**src/rtl/io_input_manager.sv**
```systemverilog
// Read side of the CPU I/O space: synchronises the switches and pushbuttons, debounces the keys,
// and holds sticky press flags. Two reserved addresses return switch/key data; every other read returns SRAM data.
module io_input_manager #(
  parameter int SW_W       = 10,
  parameter int KEY_N      = 4,
  parameter int DEB_W      = 16,
  parameter int DEB_CYCLES = 50000
) (
  input  logic              clk,
  input  logic              reset,
  input  logic [15:0]       dir_in,
  input  logic              re,
  input  logic [15:0]       sram_data,
  input  logic [SW_W-1:0]   SW,
  input  logic [KEY_N-1:0]  KEY,
  output logic [15:0]       data_out,
  output logic              io_sel
);

  localparam logic [15:0]      ADDR_KEY = 16'hFFFC;
  localparam logic [15:0]      ADDR_SW  = 16'hFFFD;
  localparam logic [DEB_W-1:0] DEB_TC   = DEB_W'(DEB_CYCLES - 1);

  logic [SW_W-1:0]  sw_meta, sw_sync;
  logic [KEY_N-1:0] key_meta, key_sync;
  logic [KEY_N-1:0] key_state, key_flags;
  logic [KEY_N-1:0] key_done, key_rise;
  logic [DEB_W-1:0] cnt [KEY_N];
  logic             rd_clear;

  // Keys are inverted at the input so that 1 means pressed from here on.
  always_ff @(posedge clk or posedge reset) begin
    if (reset) begin
      sw_meta  <= '0;
      sw_sync  <= '0;
      key_meta <= '0;
      key_sync <= '0;
    end else begin
      sw_meta  <= SW;
      sw_sync  <= sw_meta;
      key_meta <= ~KEY;
      key_sync <= key_meta;
    end
  end

  // A key is accepted on the edge where its counter sits at the terminal count and the mismatch persists.
  always_comb begin
    key_done = '0;
    key_rise = '0;
    for (int i = 0; i < KEY_N; i++) begin
      key_done[i] = (key_sync[i] != key_state[i]) && (cnt[i] == DEB_TC);
      key_rise[i] = key_done[i] && key_sync[i];
    end
  end

  assign rd_clear = re && (dir_in == ADDR_KEY);

  always_ff @(posedge clk or posedge reset) begin
    if (reset) begin
      key_state <= '0;
      for (int i = 0; i < KEY_N; i++) cnt[i] <= '0;
    end else begin
      for (int i = 0; i < KEY_N; i++) begin
        if (key_sync[i] == key_state[i]) begin
          cnt[i] <= '0;
        end else if (key_done[i]) begin
          key_state[i] <= key_sync[i];
          cnt[i]       <= '0;
        end else begin
          cnt[i] <= cnt[i] + DEB_W'(1);
        end
      end
    end
  end

  // A press landing on the same edge as a clearing read survives the clear.
  always_ff @(posedge clk or posedge reset) begin
    if (reset) key_flags <= '0;
    else       key_flags <= (rd_clear ? '0 : key_flags) | key_rise;
  end

  always_comb begin
    data_out = sram_data;
    io_sel   = 1'b0;
    case (dir_in)
      ADDR_SW: begin
        data_out = {{(16-SW_W){1'b0}}, sw_sync};
        io_sel   = 1'b1;
      end
      ADDR_KEY: begin
        data_out = {{(16-2*KEY_N){1'b0}}, key_flags, key_state};
        io_sel   = 1'b1;
      end
      default: ;
    endcase
  end

endmodule
```
**config.mk**
```make
export PLATFORM = sky130hd
export DESIGN_NAME = io_input_manager
export DESIGN_NICKNAME = d
export VERILOG_FILES = /design/src/rtl/io_input_manager.sv
export SDC_FILE = /design/constraint.sdc
export NUM_CORES = 1
export LEC_CHECK = 0
export CAP_MARGIN = 5
export CORE_MARGIN = 2
export CORE_UTILIZATION = 49
export CTS_CLUSTER_SIZE = 30
export DETAILED_ROUTE_END_ITERATION = 10
export PLACE_DENSITY = 0.74
export SETUP_SLACK_MARGIN = 0.3
export SYNTH_ARGS = -nofsm -noshare
export SYNTH_HDL_FRONTEND = slang
export SYNTH_SLANG_ARGS = --single-unit
```
**constraint.sdc**
```tcl
create_clock -name clk -period 3.14 [get_ports clk]
set_input_delay 0.471 -clock clk [delete_from_list [all_inputs] [get_ports clk]]
set_output_delay 0.471 -clock clk [all_outputs]
set_load 0.01 [all_outputs]
```
; After elaboration in Yosys (flattened, before gate mapping)
; Cells that the tools add are included.
[classes]
n_reduce_logical = 14
mux = 11
addsub = 4
multipliers = 0
eq_ne = 14
shifts = 0
div = 0
order_cmp = 0
bitwise = 6
[op_table]
columns = cell, count
row1 = 16-bit two-way mux, 8
row2 = 16-bit equality test (second input constant), 6
row3 = 16-bit by 1-bit adder with 16-bit output (second input constant), 4
row4 = 16-bit case mux with 2 select lines, 1
row5 = 1-bit logical AND, 9
row6 = 2-bit AND reduction, 4
row7 = 1-bit equality test, 4
row8 = 4-bit two-way mux, 1
row9 = 1-bit inequality test, 4
row10 = 1-bit inverter, 4
row11 = 4-bit inverter, 1
row12 = 4-bit bitwise OR, 1
row13 = 2-bit OR reduction, 1
row14 = 1-bit two-way mux, 1
[word_totals]
output_inout_bits = 17
input_bits = 49
mem_bits_ro = 0
mem_bits_rw = 0
n_memories = 0
reg_bits = 100
latchBits = 0

; Depth between registers and ports, before layout
[depth]
ltp_word = 4
mapped_depth = 6
mapped_depth_nobuf = 5

; Worst setup path after synthesis
; OpenSTA, ideal clock, no wires.
[synth_path]
path_kind = input-to-output
start = input dir_in[1]
end = output data_out[0]
path_buffers = 1
t_arrival_ns = 1.770
path_slack_ns = 0.899
cell_stages = 5
required_time_ns = 2.669
path_cell_list = nand4b_1 nor4_2 clkbuf_1 nor2_1 a21oi_1
[synth_between]
elab_chain_len = 2
word_cells_on_any_way = 3
[synth_rtl]
columns = element, line
row1 = start: declaration, 11  ; input logic [15:0] dir_in,
row2 = 16-bit equality test, 85  ; case (dir_in)
row3 = 16-bit case mux with 2 select lines (*), 85
row4 = end: declaration, 16  ; output logic [15:0] data_out,
; Every way passes the cells marked *; elsewhere a longest branch is shown, timed or not.

; Worst setup path after layout
[layout_path]
start = input dir_in[5]
end = output io_sel
[layout_between]
elab_chain_len = 3
word_cells_on_any_way = 4
[layout_rtl]
columns = element, line
row1 = 16-bit equality test, 85
row2 = 2-bit OR reduction (no source line) (*), -
row3 = 1-bit two-way mux (*), 85
row4 = end: declaration, 17  ; output logic io_sel
; Marks and branches as above.

==> impl_metrics.toml <==
[layout]
final_common_cell = "dfrtp_1"
final_cell_count_no_fill = 609
antenna-diode-count = 0
area_growth_pct = 25.02
final_cell_mix = "dfrtp_1 (100), nor2_1 (86), clkdlybuf4s50_1 (55)"
fin_area_sq_mm = 0.005564
drive_gt1_frac = 0.06986
layout.nets = 549

[clock_tree]
cts.sinks = 100
clkTransAtPathRegs_ns = 0.09
tritoncts = "yes"
cts_buffer_depth = 2
htree_levels = 3
worstSkewPairLatency_ns = 0.35
cts_made_buffers = 9
cts-root-buf = "clkbuf_8"

[die]
dieArea_sq_mm = 0.009861
core_region_area_sq_mm = 0.008763
rows = 34
start_util = 0.5079
io_pins = 66
die_w_um = 99.31
die_h_um = 99.31

[power]
p_per_area_mw_per_mm2 = 436.1
intPower_mw = 1.893
p_clk_frac = 0.378
swShare = 0.2199
peakVddDrop_mv = 0.2983
seqPwrFrac = 0.551
switching_power_mw = 0.5337
leakage_nw = 2.370
combPwrFrac = 0.071

[timing]
worstMarginPinSlew_ns = 0.4930
finalCritPeriodShare = 0.8935
max_freq_ghz = 0.3564
hold_violations = 0
final.setup.tns_ns = 0
slew_violations = 0
setup_viol = 0
post-route-min-period_ns = 2.805
relSlewSlack = 0.6678
clock_skew_ns = 0.01273
rsz0062_at_grt = "true"

[drt]
vias_per_cell = 5.236
drc = 0
routed-via-count = 3189
ant_nets = 0
drt-total-wl_um = 8580
drtIter0Drc = 133
avgRoutedWirePerCell_um = 14.09
first_pass_iters = 4

[critical_path]
crit_path_cell_trace = "clkdlybuf4s50_1 > nand4_1 > nor4_4 > buf_4 > clkbuf_16 > clkdlybuf4s50_1"
cp_common_cell = "clkdlybuf4s50_1"
slowest_stage = "clkdlybuf4s50_1"
startpoint_type = "primary input"
end_kind = "output port"
slowest_delay_ns = 0.54
path_max_fanout = 14
crit_type = "primary input to output port"
cp.arrival_ns = 2.33
worstPathRequired_ns = 2.67

[logic_synthesis]
synth-edff-count = 0
seq_area_frac_synth = 0.5623
ys.flop_type = "dfrtp_1"
synth_top_area_frac = 0.5623
synth_area_sq_mm = 0.004451
ys_top_cells_by_area = "dfrtp_1 (56%), xnor2_1 (10%), nor2_1 (7.3%)"
synth.ff_latch_count = 100
yosysWarnings = 0
synth_nets = 474
yosys.area.top_type = "dfrtp_1"
synth_cells = 421
async_reset_ff_frac = 1.000
avgSynthCellArea_sq_um = 10.57
synth_cell_type_count = 38

[global_routing]
grt_max_degree = 101
grt_pass1_vias = 3266
use_met3 = 0.04849
grt_pass1_wl_um = 14550
use_met1 = 0.2358
grt_remaining_overflow = 0
use_met2 = 0.3046
antenna_found_initial = 0
track_usage = 0.1829
top_usage_layer = "met2"

[placement]
gp_congestion = 0.8342
dp_hpwl_um = 5753
postPlaceCellArea_sq_mm = 0.005259
dp_cells = 589
port_buffers = 65

[run_status]
outcome = "finished clean"

[worst_hold_path]
hold_class = "register to register"

[run]
drv_cap = 0
[per-layer routing]
metal  up-vias  share of wire
met5         -              0
met4         0         0.0099
met3         6          0.041
met1      1541           0.46
met2        67           0.49
li1       1575              -
[area by class of cell]
type	count	area, sq um
fill	706	3199
sequential	100	2502
multi-input combinational	292	1837
timing repair buffer	73	778.2
clock buffer	10	137.6
tap	108	135.1
clock inverter	6	95.09
inverter	20	78.83
[Yosys cell counts (7+ instances only)]
master	instances
nor2_1	86
nor2b_1	7
xor2_1	8
mux2i_1	8
a21oi_1	8
nor4_1	15
xnor2_1	52
inv_1	20
nand2_1	12
nor3_1	15
nand3_1	23
dfrtp_1	100
nand4_1	19
clkbuf_1	7
[power by group through the flow]
stage          Sequential (mW)  Combinational (mW)  Clock [mW]
3_3_place_gp              1.36               0.173           0
2_1_floorplan             1.36              0.0767           0
6_report                  1.34               0.172       0.917
5_1_grt                   1.34               0.192        1.00
4_1_cts                   1.34               0.178       0.948
3_5_place_dp              1.36               0.177           0
[metrics by stage]
step	util	hold WS (ns)	worst slack, ns	power [mW]
floorplan	-	0.3312	0.8995	1.434
global placement	0.6001	0.3323	0.3263	1.533
detailed placement	0.6001	0.3365	0.2554	1.540
CTS	0.6266	0.3461	0.2561	2.463
global route	0.6349	0.3617	0.2528	2.537
finish	0.6349	0.3425	0.3345	2.427
[critical path, delay by kind of cell]
| family | cells | cell delay [ns] |
|---|---|---|
| and+or+nand+nor | 2 | 0.50 |
| buffers and inverters | 4 | 1.35 |
[repair_timing]
action | 4_1_cts | 5_1_grt
setup endpoints to repair | 6 | 10
pin swaps | 0 | 1
setup buffers | 0 | 3
gates cloned | 0 | 1
hold buffers | 0 | 0
gates resized for setup | 0 | 10
[final timing paths]
path                              from          end  slack, ns  depth (start not counted)
setup / recovery             dir_in[5]       io_sel       0.33                          6
hold / removal             key_meta[3]  key_sync[3]       0.34                          0
setup reg to reg               cnt[32]      cnt[40]       1.15                          5
hold reg to reg            key_meta[3]  key_sync[3]       0.34                          0
max in group asynchronous        reset      cnt[54]       2.15                          3
min in group asynchronous        reset      cnt[39]       0.61                          3
[kinds of logic (layout without fill, tap and decap cells)]
kind of cell	count (synthesis)	count (layout)	share of synthesized area
simple gates	201	201	0.2305
flops	100	100	0.5623
xor+xnor	60	60	0.1181
buf+inv	29	109	0.02699
compound gates	15	15	0.02193
mux	12	12	0.02896
fa+ha+maj	4	4	0.01125
[flip-flops by register name (all words and copies together), names as in the netlist]
name	cells
sw_sync	10
sw_meta	10
cnt	64
key_state	4
key_meta	4
key_sync	4
key_flags	4
No activity file was read; power rests on OpenSTA's default activity.
